===== src/rtl/lmh6401_pkg.sv =====
`default_nettype none
// ----------------------------------------------------------------------------
// lmh6401_pkg : shared register constants, types and write-word formatter.
// Rev 1.0
// ----------------------------------------------------------------------------
package lmh6401_pkg;

  localparam logic [6:0] GAIN_REG_ADDR = 7'h02;

  typedef logic [5:0] atten_t;

  localparam atten_t ATTEN_MAX = 6'd32;

  typedef enum logic [1:0] {
    ST_INIT = 2'd0,
    ST_ARB  = 2'd1,
    ST_SEND = 2'd2
  } gain_state_e;

  function automatic logic [15:0] lmh6401_write_word(input logic [6:0] addr7,
                                                      input logic [7:0] data8);
    return {1'b0, addr7, data8};
  endfunction

endpackage
`default_nettype wire


===== src/rtl/rr_arbiter.sv =====
`default_nettype none
// ----------------------------------------------------------------------------
// rr_arbiter : combinational round-robin pick, searching upward from last+1.
// Rev 1.0
// ----------------------------------------------------------------------------
module rr_arbiter #(
  parameter  int N  = 4,
  localparam int LW = (N > 1) ? $clog2(N) : 1
) (
  input  logic [N-1:0]  req,
  input  logic [LW-1:0] last,
  output logic [LW-1:0] grant_idx,
  output logic          grant_valid
);

  logic [LW-1:0] cand;

  // Walk from the farthest candidate to the nearest so the nearest requester wins.
  always_comb begin
    grant_idx   = '0;
    grant_valid = 1'b0;
    cand        = '0;
    for (int i = N; i >= 1; i--) begin
      cand = LW'((32'(last) + 32'(i)) % 32'(N));
      if (req[cand]) begin
        grant_idx   = cand;
        grant_valid = 1'b1;
      end
    end
  end

endmodule
`default_nettype wire


===== src/rtl/lmh6401_gain_ctrl.sv =====
`default_nettype none
// ----------------------------------------------------------------------------
// lmh6401_gain_ctrl : coalescing gain-update sequencer feeding lmh6401_spi.
// Rev 1.0
// ----------------------------------------------------------------------------
module lmh6401_gain_ctrl
  import lmh6401_pkg::*;
#(
  parameter  int     NUM_CHANNELS  = 4,
  parameter  atten_t DEFAULT_ATTEN = 6'd20,
  localparam int     AW            = $clog2(NUM_CHANNELS)
) (
  input  logic                      clk,
  input  logic                      reset,
  input  logic [AW-1:0]             s_addr,
  input  logic [5:0]                s_atten,
  input  logic                      s_valid,
  output logic                      s_ready,
  output logic [AW-1:0]             m_addr,
  output logic [15:0]               m_data,
  output logic                      m_valid,
  input  logic                      m_ready,
  output logic                      busy,
  output logic [6*NUM_CHANNELS-1:0] shadow_atten
);

  gain_state_e             state_q, state_d;
  logic [AW-1:0]           init_idx_q, init_idx_d;
  logic [AW-1:0]           last_q, last_d;
  logic                    m_valid_q, m_valid_d;
  logic [AW-1:0]           m_addr_q, m_addr_d;
  logic [15:0]             m_data_q, m_data_d;
  logic [NUM_CHANNELS-1:0] pending_q, pending_d;
  atten_t                  pend_val_q [NUM_CHANNELS];
  atten_t                  pend_val_d [NUM_CHANNELS];
  atten_t                  shadow_q   [NUM_CHANNELS];
  atten_t                  shadow_d   [NUM_CHANNELS];

  logic [AW-1:0] grant_idx;
  logic          grant_valid;
  logic          handshake;
  logic          accept;
  atten_t        req_val;
  atten_t        sent_val;
  atten_t        ref_val;

  assign handshake = m_valid_q && m_ready;
  assign accept    = s_valid && !reset;
  assign req_val   = (s_atten > ATTEN_MAX) ? ATTEN_MAX : s_atten;
  assign sent_val  = m_data_q[5:0];

  rr_arbiter #(.N(NUM_CHANNELS)) u_arb (
    .req         (pending_q),
    .last        (last_q),
    .grant_idx   (grant_idx),
    .grant_valid (grant_valid)
  );

  always_ff @(posedge clk) begin
    if (reset) begin
      state_q    <= ST_INIT;
      init_idx_q <= '0;
      last_q     <= AW'(NUM_CHANNELS - 1);
      m_valid_q  <= 1'b0;
      m_addr_q   <= '0;
      m_data_q   <= '0;
      pending_q  <= '0;
      for (int c = 0; c < NUM_CHANNELS; c++) begin
        shadow_q[c]   <= DEFAULT_ATTEN;
        pend_val_q[c] <= '0;
      end
    end else begin
      state_q    <= state_d;
      init_idx_q <= init_idx_d;
      last_q     <= last_d;
      m_valid_q  <= m_valid_d;
      m_addr_q   <= m_addr_d;
      m_data_q   <= m_data_d;
      pending_q  <= pending_d;
      shadow_q   <= shadow_d;
      pend_val_q <= pend_val_d;
    end
  end

  always_comb begin
    state_d    = state_q;
    init_idx_d = init_idx_q;
    last_d     = last_q;
    m_valid_d  = m_valid_q;
    m_addr_d   = m_addr_q;
    m_data_d   = m_data_q;
    if (handshake) begin
      last_d = m_addr_q;
    end
    unique case (state_q)
      ST_INIT: begin
        if (!m_valid_q) begin
          m_valid_d = 1'b1;
          m_addr_d  = init_idx_q;
          m_data_d  = lmh6401_write_word(GAIN_REG_ADDR, {2'b00, DEFAULT_ATTEN});
        end else if (m_ready) begin
          m_valid_d = 1'b0;
          if (init_idx_q == AW'(NUM_CHANNELS - 1)) begin
            state_d = ST_ARB;
          end else begin
            init_idx_d = init_idx_q + AW'(1);
          end
        end
      end
      ST_ARB: begin
        if (grant_valid) begin
          m_valid_d = 1'b1;
          m_addr_d  = grant_idx;
          m_data_d  = lmh6401_write_word(GAIN_REG_ADDR, {2'b00, pend_val_q[grant_idx]});
          state_d   = ST_SEND;
        end
      end
      ST_SEND: begin
        if (m_ready) begin
          m_valid_d = 1'b0;
          state_d   = ST_ARB;
        end
      end
      default: begin
        state_d   = ST_INIT;
        m_valid_d = 1'b0;
      end
    endcase
  end

  // A request is de-duplicated against the value the device will hold once any
  // word already in flight (or being loaded this cycle) for that channel lands.
  always_comb begin
    pending_d  = pending_q;
    pend_val_d = pend_val_q;
    shadow_d   = shadow_q;
    ref_val    = shadow_q[s_addr];
    if (m_valid_q && (m_addr_q == s_addr)) begin
      ref_val = sent_val;
    end else if (m_valid_d && (m_addr_d == s_addr)) begin
      ref_val = m_data_d[5:0];
    end
    if (handshake) begin
      shadow_d[m_addr_q] = sent_val;
      if (pend_val_q[m_addr_q] == sent_val) begin
        pending_d[m_addr_q] = 1'b0;
      end
    end
    if (accept) begin
      if (req_val != ref_val) begin
        pending_d[s_addr]  = 1'b1;
        pend_val_d[s_addr] = req_val;
      end else begin
        pending_d[s_addr] = 1'b0;
      end
    end
  end

  assign s_ready = !reset;
  assign m_valid = m_valid_q;
  assign m_addr  = m_addr_q;
  assign m_data  = m_data_q;
  assign busy    = !reset && ((state_q != ST_ARB) || (|pending_q));

  for (genvar c = 0; c < NUM_CHANNELS; c++) begin : g_shadow
    assign shadow_atten[6*c +: 6] = shadow_q[c];
  end

endmodule
`default_nettype wire


===== config.mk =====
export PLATFORM = sky130hd
export DESIGN_NAME = lmh6401_gain_ctrl
export DESIGN_NICKNAME = d
export VERILOG_FILES = /design/src/rtl/lmh6401_pkg.sv /design/src/rtl/rr_arbiter.sv /design/src/rtl/lmh6401_gain_ctrl.sv
export SDC_FILE = /design/constraint.sdc
export NUM_CORES = 1
export LEC_CHECK = 0
export ABC_CLOCK_PERIOD_IN_PS = 7290
export CAP_MARGIN = 20
export CORE_MARGIN = 4
export CORE_UTILIZATION = 35
export DETAILED_ROUTE_END_ITERATION = 8
export SLEW_MARGIN = 20
export SYNTH_ARGS = -nofsm -noshare
export SYNTH_HDL_FRONTEND = slang
export SYNTH_SLANG_ARGS = --single-unit

===== constraint.sdc =====
create_clock -name clk -period 7.29 [get_ports clk]
set_clock_uncertainty 0.05 [all_clocks]
set_input_delay 1.458 -clock clk [delete_from_list [all_inputs] [get_ports clk]]
set_output_delay 1.458 -clock clk [all_outputs]
set_load 0.02 [all_outputs]

## Yosys cells after proc, flatten, opt, wreduce, memory -nomap -nowiden

Index checks and enable logic that the tools add are counted.

- Flip-flop bits (word level): 77
- Bits of input ports: 12
- Output and inout port bits: 45
- Word-level logic and storage cells: 135

- Add/sub/neg operators: 5
- Order comparisons: 14
- Eq/ne operators: 14
- Muxes and demuxes: 59
- Bitwise logic cells: 9
- Reductions and logical operators: 18

Operators with widths:

| cell | count |
|---|---|
| 2-to-1 mux 6 bit | 11 |
| bitwise mux 24 bit | 2 |
| binary-select mux 6 bit (select 2 bit) | 3 |
| 2-to-1 mux 16 bit | 2 |
| one-hot mux 16 bit (2 select lines) | 1 |
| demux 6 bit (select 2 bit) | 2 |
| 2-to-1 mux 2 bit | 11 |
| less-than comparator 2 x 3 -> 1 bit (second input constant) | 6 |
| 2-to-1 mux 4 bit | 4 |
| 2-to-1 mux 1 bit | 14 |
| inequality test 2 bit (second input constant) | 6 |
| greater-or-equal comparator 3 bit (second input constant) | 3 |
| logical AND 1 bit | 9 |
| inverter 2 -> 3 bit | 3 |
| AND 4 bit | 2 |
| binary-select mux 1 bit (select 2 bit) | 4 |
| inverter 4 bit | 2 |
| adder 2 x 1 -> 2 bit (second input constant) | 3 |
| equality test 6 bit | 1 |
| greater-than comparator 6 bit (second input constant) | 1 |
| less-than comparator 3 x 1 -> 1 bit (second input constant) | 2 |
| inequality test 6 bit | 1 |
| one-hot mux 2 bit (3 select lines) | 1 |
| AND reduction 5 bit | 1 |
| 19 further kinds | 24 |

## Longest topological paths before layout

- Depth in word-level cells: 18
- Mapped depth: 12
- Depth with buffers taken out: 10

## Modules after synthesis

From an unflattened synthesis, not the netlist that was laid out.

- Cells, all modules: 430
- Area, all modules: 3985.1 um2

Modules (own cells, without submodules):

| module | times used | cells each | area each (um2) | seq. area each (um2) |
|---|---|---|---|---|
| lmh6401_gain_ctrl | 1 | 416 | 3893.7 | 1361.3 |
| rr_arbiter | 1 | 14 | 91.3 | 0.0 |

## Least setup slack after synthesis

No wires, ideal clock.

- Path kind: input-to-reg
- Start: input port s_addr[1]
- End: register pend_val_q[11] in the netlist's numbering
- Library setup time: 0.073 ns
- Arrival time: 3.936 ns
- Data required time: 7.167 ns
- Path slack: 3.231 ns
- Stages: 12
- Path buffers: 2
- Cells stage by stage: clkbuf_1 -> clkbuf_1 -> mux4_2 -> xor2_1 -> nor3_1 -> a211oi_1 -> a211oi_1 -> mux2i_1 -> nor3_1 -> a31oi_1 -> a31oi_4 -> mux2i_1

- Longest elaborated chain between the ends: 8
- Elaborated cells on any way between the ends: 18
- Those cells by class: 2 x order compare; 3 x eq/ne; 8 x mux; 1 x bitwise; 4 x reduce/logical

Ends and longest elaborated chain:

| item | line | text |
|---|---|---|
| start: declaration | lmh6401_gain_ctrl.sv:15 | `input logic [AW-1:0] s_addr,` |
| inverter 2 -> 3 bit (implied by the code) | lmh6401_gain_ctrl.sv:137, lmh6401_gain_ctrl.sv:152 |  |
| binary-select mux 6 bit (select 2 bit) | lmh6401_gain_ctrl.sv:137 | `ref_val = shadow_q[s_addr];` |
| 2-to-1 mux 6 bit (implied by the code) (2 in series) | lmh6401_gain_ctrl.sv:137 |  |
| 2-to-1 mux 6 bit | lmh6401_gain_ctrl.sv:140 | `end else if (m_valid_d && (m_addr_d == s_addr)) begin` |
| 2-to-1 mux 6 bit | lmh6401_gain_ctrl.sv:138 | `if (m_valid_q && (m_addr_q == s_addr)) begin` |
| inequality test 6 bit | lmh6401_gain_ctrl.sv:150 | `if (req_val != ref_val) begin` |
| AND reduction 2 bit (no line) | -- |  |
| end signal: assignment | lmh6401_gain_ctrl.sv:81 | `pend_val_q <= pend_val_d;` |
| end: declaration | lmh6401_gain_ctrl.sv:34 | `atten_t pend_val_q [NUM_CHANNELS];` |

Several ways; a longest one is shown, not always the timed one. The select of a mux whose other input is x is not followed.
A chain may end at the register's enable or synchronous reset.

## Worst setup path in the final report

- Start: input port s_addr[0]
- End: register pend_val_q[1] in the netlist's numbering

Same word-level chain as after synthesis.

==> summary.txt <==
Critical path
  – Top cell family by delay on the critical path: simple AND/OR/NAND/NOR gates
  – Worst reg-to-reg setup slack: 3.35 ns
  – Logic depth of the worst path, buffers included: 9
  – Cell-by-cell trace of the critical path: clkdlybuf4s50_1 -> o311a_1 -> a211oi_1 -> or3_1 -> mux2i_1 -> nor4_1 -> mux2i_4 -> a31oi_4 -> mux2i_1
  – Data arrival at the endpoint of the critical path: 5.12 ns
  – Startpoint class of the critical path: primary input
  – Total buffers and inverters traversed by the critical path: 1
  – CP dominant cell by count: sky130_fd_sc_hd__mux2i_1
  – Cell with the largest stage delay on the worst path: sky130_fd_sc_hd__clkdlybuf4s50_1
  – WP data required: 7.50 ns
  – Reg-to-reg endpoint: pend_val_q[1]$_SDFFE_PP0P_
  – Critical path capture point type: flip-flop
  – Worst reg2reg startpoint: pending_q[0]$_SDFF_PP0_
  – Largest fanout on the critical path: 15
  – Number of cell instances on the worst register-to-register path: 10
  – Biggest cell delay along the critical path: 0.97 ns
  – Path type of the worst setup path: primary input to flip-flop

Floorplan
  – Num rows: 39
  – Number of I/O pins: 57
  – Die outline width: 116 microns
  – Initial standard-cell utilization of the core: 0.357
  – Area of the core: 11400 sq um
  – Total die area: 13400 sq um
  – Height of the die: 116 microns

Timing
  – Max Clock Freq: 203 MHz
  – Number of max-slew violations in the final report: 0
  – Final hold violations: 0
  – Setup repair after global routing missed its margin: no
  – Final worst-path setup slack: 2.37 ns
  – Final period utilization: 0.674
  – Total Neg Setup Slack: 0 ns
  – Worst slew margin relative to its limit: 0.414
  – Post-layout min period: 4.92 ns
  – Final setup vio count: 0
  – Actual slew at the worst max-slew pin: 0.870 ns

Drt
  – Post-Route WL: 12.4 mm
  – First drt pass iteration count: 5
  – Total number of vias: 3698
  – Post-route DRC: 0
  – Antenna violation net count after detailed routing: 0
  – Iteration-0 DRC Markers: 277
  – Via-to-Cell Ratio: 5.84
  – Routed wire per std cell: 19.6 microns

Worst hold path
  – Min-delay src: pend_val_q[9]$_SDFFE_PP0P_
  – Type of the most critical hold path: flip-flop to flip-flop
  – End point of the most critical hold path: pend_val_q[9]$_SDFFE_PP0P_
  – Hold-critical path depth: 2

Clock network
  – Htree depth: 3
  – Clock sink total: 68
  – # Post-CTS Setup Buffers: 0
  – Clock transition at the registers of the reported paths: 0.06 ns
  – TritonCTS clock tree: yes
  – Hold_buf cts: 0
  – Clock latency at the later pin of the worst-skew pair: 0.34 ns
  – CTS root buffer: sky130_fd_sc_hd__clkbuf_16
  – Gates resized, CTS repair: 0
  – TritonCTS buffer count: 9
  – Number of buffers on the longest clock path: 2

Finish
  – Sequential cell area: 1360 sq um
  – Number of nets in the layout: 498
  – Fraction of final layout cells sized beyond drive strength 1: 0.102
  – Final Util: 0.432
  – Antenna diodes: 0
  – Final design area excluding fillers: 4930 sq um
  – Multi-input gate area in the final layout: 2520 sq um
  – Number of inserted filler cells in the final layout: 1133
  – Growth of design area from synthesis to finish: 21.0%

Outcome
  – Status: completed

Synthesis
  – Dominant cells by area after synthesis: sky130_fd_sc_hd__dfxtp_1 (33%), sky130_fd_sc_hd__mux2i_1 (13%), sky130_fd_sc_hd__mux4_2 (6.6%), sky130_fd_sc_hd__nand2_1 (5.0%), sky130_fd_sc_hd__nor2_1 (4.6%)
  – Top cell types by occurrence after synthesis: sky130_fd_sc_hd__dfxtp_1 (68), sky130_fd_sc_hd__nand2_1 (54), sky130_fd_sc_hd__mux2i_1 (52), sky130_fd_sc_hd__nor2_1 (50), sky130_fd_sc_hd__a21oi_1 (28)
  – Yosys top cell area share: 0.334
  – Synthesized area divided by synthesized cell count: 8.98 sq um
  – Register area share after synthesis: 0.334
  – Count of flip-flops with a built-in enable after synthesis: 0
  – Cell with the most instances after synthesis: sky130_fd_sc_hd__dfxtp_1
  – Post-synth top flop: sky130_fd_sc_hd__dfxtp_1
  – Post-synth design cell area: 4080 sq um
  – Seq cells post-synth: 68
  – FFs w/ async S/R, synth: 0
  – Post-Synthesis Cells: 454
  – YS warnings: 0
  – Post-synth cell types: 67
  – Library cell with the largest summed area after synthesis: sky130_fd_sc_hd__dfxtp_1

Power
  – Fraction of power consumed by sequential logic: 0.383
  – Static power due to leakage: 0.00198 uW
  – Power Dens Cells: 212 nW/um^2
  – Internal power consumption: 771 uW
  – Logic gate share of total power: 0.126
  – Switching share of power: 0.261
  – Peak supply drop: 0.152 mV
  – Clk network pwr share: 0.491
  – Net Switching: 273 uW
  – Post-layout power: 1040 uW

Global route
  – Largest net degree at the start of global routing: 40
  – Wire length of the first global-routing pass: 19.3 mm
  – Residual overflow from global routing: 0
  – Antenna violations before repair: 0
  – GRT Total Usage: 0.190
  – Via count of the first global-routing pass: 3432

Placed design
  – Dpl cell area: 4580 sq um
  – Buffers added on ports: 47
  – Post-detail-place hpwl: 9.03 mm
  – Pre-CTS worst setup slack: 2.06 ns
  – Global placement routability congestion: 0.916

Run
  – Number of maximum-capacitance violations: 0
==> stage by stage <==
step / instances / hold WS (ns)
6_report: 633 / 0.426
5_1_grt: 633 / 0.449
4_1_cts: 633 / 0.428
3_5_place_dp: 617 / 0.416
3_3_place_gp: 617 / 0.406
2_1_floorplan: 462 / 0.395
==> sequential cells by signal, indices dropped and copies added, names as in the netlist <==
| signal | flops |
|---|---|
| pend_val_q | 24 |
| shadow_atten | 24 |
| m_data | 7 |
| pending_q | 4 |
| init_idx_q | 2 |
| last_q | 2 |
| m_addr | 2 |
| state_q | 2 |
| m_valid | 1 |
==> worst max path at each step <==
| stage | startpoint | to | slack (ns) |
|---|---|---|---|
| floorplan | s_addr[1] | pend_val_q[11]$_SDFFE_PP0P_ | 3.23 |
| global placement | s_addr[0] | pend_val_q[5]$_SDFFE_PP0P_ | 2.16 |
| detailed placement | s_addr[0] | pend_val_q[5]$_SDFFE_PP0P_ | 2.06 |
| CTS | s_addr[0] | pend_val_q[1]$_SDFFE_PP0P_ | 2.39 |
| global route | s_addr[0] | pend_val_q[1]$_SDFFE_PP0P_ | 2.20 |
| finish | s_addr[0] | pend_val_q[1]$_SDFFE_PP0P_ | 2.37 |
==> worst min-delay path, stage by stage (launching register included) <==
cell and delay [ns]:
sky130_fd_sc_hd__dfxtp_1 0.32, sky130_fd_sc_hd__nand2_1 0.06, sky130_fd_sc_hd__mux2i_1 0.05
==> cells in the final DEF (no fill, tap or decap), types with 7 or more instances in the layout <==
master / count
sky130_fd_sc_hd__xnor2_1: 7
sky130_fd_sc_hd__nand3_1: 7
sky130_fd_sc_hd__nand2_1: 54
sky130_fd_sc_hd__mux2i_1: 52
sky130_fd_sc_hd__a21oi_1: 28
sky130_fd_sc_hd__nand4_1: 7
sky130_fd_sc_hd__mux4_2: 12
sky130_fd_sc_hd__dfxtp_1: 68
sky130_fd_sc_hd__a31oi_1: 9
sky130_fd_sc_hd__nor2_1: 50
sky130_fd_sc_hd__clkdlybuf4s50_1: 47
sky130_fd_sc_hd__nor3_1: 7
sky130_fd_sc_hd__o211ai_1: 11
sky130_fd_sc_hd__inv_1: 9
sky130_fd_sc_hd__clkbuf_16: 9
sky130_fd_sc_hd__conb_1: 9
==> cell type report <==
type / instances / share of cell area
clock inverter: 7 / 0.0251
tap: 143 / 0.0363
timing repair buffer: 49 / 0.0984
multi-input combinational: 347 / 0.511
clock buffer: 9 / 0.0457
sequential: 68 / 0.276
inverter: 10 / 0.00761
==> power groups by stage <==
| stage | clock network, uW | registers (uW) | logic, uW |
|---|---|---|---|
| final | 513 | 399 | 131 |
| after detailed placement | 0 | 407 | 130 |
| after global routing | 535 | 401 | 141 |
| after floorplan | 0 | 403 | 97.8 |
| after global placement | 0 | 407 | 129 |
| after CTS | 520 | 399 | 131 |
==> cell families after synthesis <==
family / share of synthesized area
other: 0.000920
DFF: 0.334
muxes: 0.213
adders and majority gates: 0.00307
AOI/OAI and AO/OA: 0.185
buffers and inverters: 0.0555
and+or+nand+nor: 0.191
xor gates and xnor gates: 0.0172
==> routing by layer <==
metal,vias up,track usage,share of wire
met5,-,0,0
met4,0,0.0580,0.015
met3,15,0.0564,0.065
met2,146,0.286,0.46
met1,1821,0.263,0.46
li1,1716,-,-
Note: power is estimated with default switching activity, not from simulation.
